File: src/rtl/baud_gen_pkg.sv
// Shared constants for the fractional baud generator: oversample default,
// minimum divisor and 50 MHz / 16x divisor presets for the standard rates.
package baud_gen_pkg;

    localparam int DEF_OS_RATE = 16;
    localparam int MIN_DIV     = 2;

    localparam int DIV_9600_INT    = 325;
    localparam int DIV_9600_FRAC   = 8;
    localparam int DIV_19200_INT   = 162;
    localparam int DIV_19200_FRAC  = 12;
    localparam int DIV_38400_INT   = 81;
    localparam int DIV_38400_FRAC  = 6;
    localparam int DIV_57600_INT   = 54;
    localparam int DIV_57600_FRAC  = 4;
    localparam int DIV_115200_INT  = 27;
    localparam int DIV_115200_FRAC = 2;

    typedef enum logic [2:0] {
        BAUD_9600,
        BAUD_19200,
        BAUD_38400,
        BAUD_57600,
        BAUD_115200
    } baud_sel_t;

    typedef struct packed {
        logic [15:0] div_int;
        logic [3:0]  div_frac;
    } baud_div_t;

    function automatic baud_div_t baud_preset(input baud_sel_t sel);
        baud_div_t d;
        case (sel)
            BAUD_19200:  d = '{div_int: 16'(DIV_19200_INT),  div_frac: 4'(DIV_19200_FRAC)};
            BAUD_38400:  d = '{div_int: 16'(DIV_38400_INT),  div_frac: 4'(DIV_38400_FRAC)};
            BAUD_57600:  d = '{div_int: 16'(DIV_57600_INT),  div_frac: 4'(DIV_57600_FRAC)};
            BAUD_115200: d = '{div_int: 16'(DIV_115200_INT), div_frac: 4'(DIV_115200_FRAC)};
            default:     d = '{div_int: 16'(DIV_9600_INT),   div_frac: 4'(DIV_9600_FRAC)};
        endcase
        return d;
    endfunction

endpackage

File: src/rtl/baud_frac_div.sv
// Period counter with fractional phase accumulator; emits a registered
// one-cycle os_tick every div_int or div_int+1 cycles.
module baud_frac_div
    import baud_gen_pkg::*;
#(
    parameter int CNT_W  = 16,
    parameter int FRAC_W = 4
) (
    input  logic              clk,
    input  logic              rst_n,
    input  logic              enable,
    input  logic              restart,
    input  logic [CNT_W-1:0]  div_int,
    input  logic [FRAC_W-1:0] div_frac,
    output logic              wrap,
    output logic              os_tick
);

    logic [CNT_W-1:0]  cnt;
    logic [FRAC_W-1:0] frac_acc;
    logic              carry;
    logic [CNT_W:0]    len;
    logic [FRAC_W:0]   acc_sum;

    // The carry from the previous period's accumulation stretches this one.
    assign len     = {1'b0, div_int} + {{CNT_W{1'b0}}, carry};
    assign acc_sum = {1'b0, frac_acc} + {1'b0, div_frac};
    assign wrap    = enable && !restart && ({1'b0, cnt} == len - 1'b1);

    always_ff @(posedge clk or negedge rst_n) begin
        if (!rst_n) begin
            cnt      <= '0;
            frac_acc <= '0;
            carry    <= 1'b0;
            os_tick  <= 1'b0;
        end else if (!enable || restart) begin
            cnt      <= '0;
            frac_acc <= '0;
            carry    <= 1'b0;
            os_tick  <= 1'b0;
        end else if (wrap) begin
            cnt               <= '0;
            {carry, frac_acc} <= acc_sum;
            os_tick           <= 1'b1;
        end else begin
            cnt     <= cnt + 1'b1;
            os_tick <= 1'b0;
        end
    end

endmodule

File: src/rtl/baud_gen_frac.sv
// Fractional baud generator: shadowed divisor with load/ack handshake, bit
// phase, bit strobe and stability flag. BAUDGEN_RESYNC_EN adds a resync input.
module baud_gen_frac
    import baud_gen_pkg::*;
#(
    parameter int CNT_W    = 16,
    parameter int FRAC_W   = 4,
    parameter int OS_RATE  = DEF_OS_RATE,
    parameter int DEF_INT  = DIV_9600_INT,
    parameter int DEF_FRAC = DIV_9600_FRAC
) (
    input  logic                       system_clk,
    input  logic                       reset_n,
    input  logic                       enable,
    input  logic [CNT_W-1:0]           div_int,
    input  logic [FRAC_W-1:0]          div_frac,
    input  logic                       div_load,
`ifdef BAUDGEN_RESYNC_EN
    input  logic                       resync,
`endif
    output logic                       div_ack,
    output logic                       os_tick,
    output logic                       bit_tick,
    output logic [$clog2(OS_RATE)-1:0] bit_phase,
    output logic                       clock_stable
);

    localparam int PH_W = $clog2(OS_RATE);

    logic [CNT_W-1:0]  int_active;
    logic [FRAC_W-1:0] frac_active;
    logic [CNT_W-1:0]  shadow_int;
    logic [FRAC_W-1:0] shadow_frac;
    logic              pending;
    logic              direct_apply;
    logic              shadow_apply;
    logic              apply;
    logic              resync_hit;
    logic              restart;
    logic              wrap;
    logic              last_phase;

    function automatic logic [CNT_W-1:0] clamp_div(input logic [CNT_W-1:0] d);
        return (d < CNT_W'(MIN_DIV)) ? CNT_W'(MIN_DIV) : d;
    endfunction

`ifdef BAUDGEN_RESYNC_EN
    assign resync_hit = resync && enable;
`else
    assign resync_hit = 1'b0;
`endif

    // While idle there is no period boundary to wait for, so a fresh load
    // bypasses the shadow and a stale pending value applies immediately.
    assign direct_apply = div_load && !enable && !pending;
    assign shadow_apply = pending && (!enable || os_tick);
    assign apply        = direct_apply || shadow_apply;
    assign restart      = apply || resync_hit;
    assign last_phase   = (bit_phase == PH_W'(OS_RATE - 1));

    baud_frac_div #(
        .CNT_W  (CNT_W),
        .FRAC_W (FRAC_W)
    ) u_div (
        .clk      (system_clk),
        .rst_n    (reset_n),
        .enable   (enable),
        .restart  (restart),
        .div_int  (int_active),
        .div_frac (frac_active),
        .wrap     (wrap),
        .os_tick  (os_tick)
    );

    always_ff @(posedge system_clk or negedge reset_n) begin
        if (!reset_n) begin
            int_active  <= CNT_W'(DEF_INT);
            frac_active <= FRAC_W'(DEF_FRAC);
            shadow_int  <= '0;
            shadow_frac <= '0;
            pending     <= 1'b0;
            div_ack     <= 1'b0;
        end else begin
            div_ack <= apply;
            if (direct_apply) begin
                int_active  <= clamp_div(div_int);
                frac_active <= div_frac;
            end else if (shadow_apply) begin
                int_active  <= shadow_int;
                frac_active <= shadow_frac;
            end
            // A load coinciding with an apply is kept for the next boundary.
            if (div_load && !direct_apply) begin
                shadow_int  <= clamp_div(div_int);
                shadow_frac <= div_frac;
                pending     <= 1'b1;
            end else if (shadow_apply) begin
                pending <= 1'b0;
            end
        end
    end

    always_ff @(posedge system_clk or negedge reset_n) begin
        if (!reset_n) begin
            bit_phase    <= '0;
            bit_tick     <= 1'b0;
            clock_stable <= 1'b0;
        end else begin
            bit_tick <= wrap && last_phase;
            if (!enable || apply)
                bit_phase <= '0;
            else if (resync_hit)
                bit_phase <= PH_W'(OS_RATE / 2);
            else if (os_tick)
                bit_phase <= bit_phase + 1'b1;
            if (!enable || apply)
                clock_stable <= 1'b0;
            else if (wrap && last_phase)
                clock_stable <= 1'b1;
        end
    end

endmodule

File: config.mk
export PLATFORM = sky130hd
export DESIGN_NAME = baud_gen_frac
export DESIGN_NICKNAME = d
export VERILOG_FILES = /design/src/rtl/baud_gen_pkg.sv /design/src/rtl/baud_frac_div.sv /design/src/rtl/baud_gen_frac.sv
export SDC_FILE = /design/constraint.sdc
export NUM_CORES = 1
export LEC_CHECK = 0
export CAP_MARGIN = 20
export CORE_MARGIN = 4
export CORE_UTILIZATION = 40
export DETAILED_ROUTE_END_ITERATION = 8
export DONT_BUFFER_PORTS = 1
export PLACE_DENSITY = 0.57
export SLEW_MARGIN = 20
export SYNTH_ARGS = -nofsm -noshare
export SYNTH_HDL_FRONTEND = slang
export SYNTH_SLANG_ARGS = --single-unit
export TNS_END_PERCENT = 1
File: constraint.sdc
create_clock -name system_clk -period 4.5 [get_ports system_clk]
set_input_delay 1.35 -clock system_clk [delete_from_list [all_inputs] [get_ports system_clk]]
set_output_delay 1.35 -clock system_clk [all_outputs]
set_load 0.005 [all_outputs]
# --- Word level (Yosys, flattened, before mapping) ---
# Index checks and enable logic that the tools add are counted.
totals:
  ram_bits: 0
  latchBits: 0
  memories: 0
  word_cells: 59
  out_inout_bits: 8
  rom_bits: 0
  ff_bits: 70
op_classes:
  n_div: 0
  multipliers: 0
  eq_ne: 2
  order_cmp: 1
  shifts: 0
  muxes: 19
  reduce_logical: 19
  add_sub_neg: 5
  bitwise: 0
ops:
  columns: ["op", "count"]
  rows:
  - ["16-bit two-way mux", 5]
  - ["4-bit two-way mux", 6]
  - ["16-bit by 1-bit adder with 17-bit output", 1]
  - ["16-bit by 17-bit == test with 1-bit output", 1]
  - ["17-bit by 1-bit subtractor with 17-bit output, second input constant", 1]
  - ["16-bit by 1-bit adder with 16-bit output, second input constant", 1]
  - ["16-bit by 2-bit < comparator with 1-bit output, second input constant", 1]
  - ["2-bit nonzero test", 5]
  - ["1-bit two-way mux", 8]
  - ["1-bit logical AND", 7]
  - ["4-bit by 4-bit adder with 5-bit output", 1]
  - ["4-bit by 1-bit adder with 4-bit output, second input constant", 1]
  - ["4-bit == test, second input constant", 1]
  - ["1-bit zero test", 4]
  - ["1-bit logical OR", 3]

# --- Depth between registers and ports, before layout ---
logic_depth:
  depth_word: 10
  depth_mapped: 13

# --- Cells and area by module ---
# A second synthesis with hierarchy kept.
unflattened:
  hier_cells: 387
  area_unflattened_um2: 3937.5
modules_own_cells:
  columns: ["module", "seq_area_each_um2", "cells_per_inst", "area_each_um2", "n_inst"]
  rows:
  - ["baud_gen_frac", 1207.4, 184, 2120.8, 1]
  - ["baud_frac_div", 550.5, 203, 1816.7, 1]

# --- Least setup slack after synthesis ---
# OpenSTA, ideal clock, no wires.
synth_timing:
  path_type: "register to register"
  from: "reg u_div.carry"
  to: "reg u_div.cnt[7]"
  path_buffers: 3
  path_slack_ps: 1353
  synth_period_minus_slack_ps: 3147
  t_required_ps: 4381
  t_arrival_ps: 3028
  path_stages_with_launch: 14
  cell_sequence: "dfrtp_1 > inv_1 > ha_1 > ha_1 > or4b_1 > clkbuf_2 > or3_1 > nor3_2 > o2111ai_2 > a2111oi_4 > or2_1 > buf_6 > buf_8 > nor2_1"
synth_between:
  elab_chain_len: 6
synth_lines:
  columns: ["element", "line", "rtl"]
  rows:
  - ["start, declared", "baud_frac_div.sv:21", "logic carry;"]
  - ["start signal, assigned", "baud_frac_div.sv:43", "{carry, frac_acc} <= acc_sum;"]
  - ["16-bit by 1-bit adder with 17-bit output", "baud_frac_div.sv:26", "assign len = {1'b0, div_int} + {{CNT_W{1'b0}}, carry};"]
  - ["17-bit by 1-bit subtractor with 17-bit output", "baud_frac_div.sv:28", "assign wrap = enable && !restart && ({1'b0, cnt} == len - 1'b1);"]
  - ["16-bit by 17-bit == test with 1-bit output", "baud_frac_div.sv:28", null]
  - ["1-bit logical AND", "baud_frac_div.sv:28", null]
  - ["16-bit two-way mux", "baud_frac_div.sv:41", "end else if (wrap) begin"]
  - ["16-bit two-way mux", "baud_frac_div.sv:36", "end else if (!enable || restart) begin"]
  - ["end signal, assigned", "baud_frac_div.sv:46", "cnt <= cnt + 1'b1;"]
  - ["end, declared", "baud_frac_div.sv:19", "logic [CNT_W-1:0] cnt;"]
# Every way passes these cells.
# A chain may end at the register's enable or synchronous reset.

# --- Final worst setup path ---
layout_timing:
  from: "reg u_div.carry"
  to: "reg u_div.cnt[15]"
# Same word-level chain as after synthesis.

==> results.md <==
Status:
- The flow ran to the end, and the final reports show no timing, DRC or antenna violations.

Setup path:
- STA puts the critical path data required time at approximately 4700 ps.
- For the worst setup path, the data arrival time is between 3000 and 4000 ps.
- STA classifies the critical path startpoint as a flop.
- The worst setup path is of the flop to flop kind.
- The peak fanout along the critical path is 16.
- The category of the worst setup path capture point is a flop.
- In this run the register-to-register setup slack is approximately 990 ps.

Layout:
- The most common library cell in the layout ignoring fill and taps is dfrtp_1.
- The signed area change from the synthesized netlist to the final layout is 6.27%.
- Of the cells placed in the final design, the portion with a size suffix greater than 1 is 0.122.
- The number of nets in the finished design is between 400 and 500.
- The repair_antennas step left the layout with diodes totalling 0.
- For this run, the number of standard cells in the final layout without fillers is 497.
- The count of filler cells inserted in the layout is roughly 910.
- The finished cells cover about 4000 um2.
- Leaving out fill and tap cells, the most frequent cells in the layout are 65 x dfrtp_1, 53 x nand2_1, 46 x nor2_1.

CTS:
- The clock tree from TritonCTS is done.
- The number of gates resized after CTS is 0.
- The clock reaches the later pin of the worst-skew pair after approximately 350 ps.
- The number of buffers added to fix hold violations after cts is 0.
- The total setup buffers inserted after CTS is 0.
- No sink is reached through more buffers than the 2 on the longest clock path.
- In this run, CTS created clock tree buffers numbering 9.
- The CTS sink count is 70.
- After clock tree synthesis, the clock-pin slew on the worst setup and hold paths is ~70 ps.
- The H-tree level count is 3.
- The tree is rooted in a clkbuf_8.

STA:
- In the final timing run, aggregate negative setup slack is 0 ps.
- The measured slew at the worst slew-check pin is between 900 and 1000 ps.
- The count of final hold-check violations is 0.
- The count of final max-slew check failures is 0.
- The headroom to the max-slew limit is 0.384.
- The clock period minus worst slack is ~3500 ps.
- The worst hold slack is 491 ps.
- Setup repair after global routing left no endpoint under its margin.
- In the finished design, the share of the clock period the worst path needs comes to 0.780.
- Derived from the worst setup path, the maximum achievable clock frequency is ~290 MHz.
- The post-route clock skew is around 11 ps.
- Setup violations remaining at the end of the flow were counted as 0.
- Setup slack closes at ~990 ps.

Place:
- The placer's final routability congestion estimate is roughly 0.82.
- The post-placement cell area is 3810 um2.
- The number of placed instances with taps included is roughly 480.
- Summed over all nets, the half-perimeter wirelength after detailed placement is between 5000 and 6000 um.
- At the placement stage, the worst setup path has a slack of roughly 940 ps.
- The count of buffers added on input and output ports is 0.

Synthesis:
- The fraction of registers with async set/reset is 1.00.
- The total number of yosys warnings is 0.
- The number of nets handed over by synthesis was between 400 and 500.
- The post-synthesis sequential element count is 70.
- The synthesized design contains 0 enable-type register cells.
- Among all flip-flop cells after synthesis, the most frequent one is dfrtp_1.
- For this run, the register share of the synthesized area comes to 0.469.
- The mean cell area of the mapped netlist is ~9.7 um2.
- The synthesized netlist cell count is ~390.
- The mapped netlist covers 3750 um2.
- The count of distinct cell types in the synthesized netlist is 53.

GRT:
- The overall track demand over capacity in global routing is 0.149.
- Global routing finished with a remaining overflow of 0.
- Entering global routing, the biggest net connects between 70 and 80 pins.
- The via count of the first global-routing pass came to 2642.
- The initial antenna violation count is 0.
- The first-pass GRT wire length is 13200 um.

Power and ir drop:
- For this design the static power due to leakage is ~1.7 nW.
- In this run the power density over the cells is 376 nW/um2.
- The maximum resistive drop on vdd is around 0.17 mV.

Route:
- The wire length per cell is approximately 16 um.
- Detailed routing inserted a total of between 2000 and 3000 vias.
- Using the TritonRoute via totals, the vias-per-cell ratio works out to about 5.5.
- The count of nets left with antenna violations after detail routing is 0.
- After detailed routing, the total wire length is 7760 um.
- The pre-antenna-repair detailed-routing pass consisted of 4 iterations.
- The detailed-route DRC error count is 0.
- The detailed router finished its first iteration with 140 violations.

Floorplanning:
- The floorplan step defined a die boundary enclosing around 11000 um2.
- In this run the horizontal extent of the chip is 105 um.
- In this run the core area contains 35 standard-cell rows.
- The die outline height is between 100 and 150 um.
- The count of boundary I/O pins is 32.
- The area of the core is between 9000 and 10000 um2.
- The initial utilization of the core area, before any placement, comes to 0.408.

Run:
- The total of max-cap violations is 0.

Hold path:
- The path class of the tightest hold or removal check is flop to flop.
path summary, 6_finish.rpt:
path | to | start | cells past startpoint
setup / recovery | u_div.cnt[15]$_DFF_PN0_ | u_div.carry$_DFFE_PN0P_ | 11
max in group asynchronous | int_active[2]$_DFFE_PN1P_ | reset_n | 0
min in group asynchronous | u_div.cnt[8]$_DFF_PN0_ | reset_n | 0
hold / removal | shadow_int[1]$_DFFE_PN0P_ | shadow_int[1]$_DFFE_PN0P_ | 2
hold reg to reg | shadow_int[1]$_DFFE_PN0P_ | shadow_int[1]$_DFFE_PN0P_ | 2
setup reg to reg | u_div.cnt[15]$_DFF_PN0_ | u_div.carry$_DFFE_PN0P_ | 11
stage by stage:
step / utilization / total power [mW]
finish: 0.433 / 1.50
global route: 0.433 / 1.60
floorplan: - / 1.00
global placement: 0.414 / 1.05
detailed placement: 0.414 / 1.06
CTS: 0.433 / 1.51
flip-flops by register name, summed over array words and instances, names as in the netlist:
register	count
u_div.carry	1
div_ack	1
u_div.os_tick	1
bit_phase	4
bit_tick	1
pending	1
clock_stable	1
shadow_frac	4
frac_active	4
u_div.frac_acc	4
int_active	16
u_div.cnt	16
shadow_int	16
Yosys cell counts (4+ instances only):
| cell | n | area share |
|---|---|---|
| a21oi_1 | 13 | 0.017 |
| a22oi_1 | 11 | 0.022 |
| a31oi_1 | 10 | 0.017 |
| and3_1 | 6 | 0.010 |
| clkbuf_1 | 13 | 0.013 |
| dfrtp_1 | 65 | 0.43 |
| dfstp_2 | 5 | 0.035 |
| ha_1 | 8 | 0.027 |
| inv_1 | 10 | 0.010 |
| mux2_2 | 19 | 0.057 |
| mux2i_1 | 5 | 0.013 |
| nand2_1 | 53 | 0.053 |
| nand2b_1 | 4 | 0.0067 |
| nand3_1 | 8 | 0.011 |
| nand4_1 | 4 | 0.0067 |
| nor2_1 | 46 | 0.046 |
| nor3_1 | 9 | 0.012 |
| nor4_1 | 10 | 0.017 |
| o21ai_0 | 10 | 0.013 |
| xnor2_1 | 14 | 0.033 |
| xor2_1 | 17 | 0.040 |
logic make-up (layout without fill, tap and decap cells):
group                      after synthesis  in the layout  synth area share
DFF                                     70             70             0.469
xor gates and xnor gates                31             31            0.0724
muxes                                   24             24            0.0704
adders and majority gates                9              9            0.0320
buffers and inverters                   31             31            0.0404
and+or+nand+nor                        160            160             0.204
AOI/OAI and AO/OA                       61             61             0.112
critical path, stage by stage, from the launching register on:
cell and delay [ps]:
dfrtp_1 370, inv_1 70, ha_1 190, ha_1 230
or4b_1 600, or3_1 390, nor3_2 210, o2111ai_2 140
a2111oi_4 360, buf_4 230, or2_1 470, nor2_1 110
power by group:
| part | internal (mW) | switching, mW | leakage, nW |
|---|---|---|---|
| Combinational | 0.118 | 0.144 | 0.729 |
| Clock | 0.203 | 0.253 | 0.0787 |
| Sequential | 0.703 | 0.0801 | 0.882 |
| Total | 1.02 | 0.477 | 1.69 |
metal layers:
metal	wire, um	global-route usage	up-vias
met2	3470	0.216	39
met5	0	0	-
met4	94	0.0450	0
li1	-	-	1343
met1	3870	0.212	1328
met3	330	0.0451	8
final cells by class:
cell class	count	area (um2)	share of cell area
clock buffers	10	128	0.0320
clock inverters	6	48.8	0.0122
inverters	11	41.3	0.0104
multi-input cells	285	1840	0.462
flip-flops and latches	70	1760	0.441
well taps	111	139	0.0349
repair buffers	4	30.0	0.00754
Power figures use the tool's default switching activity.
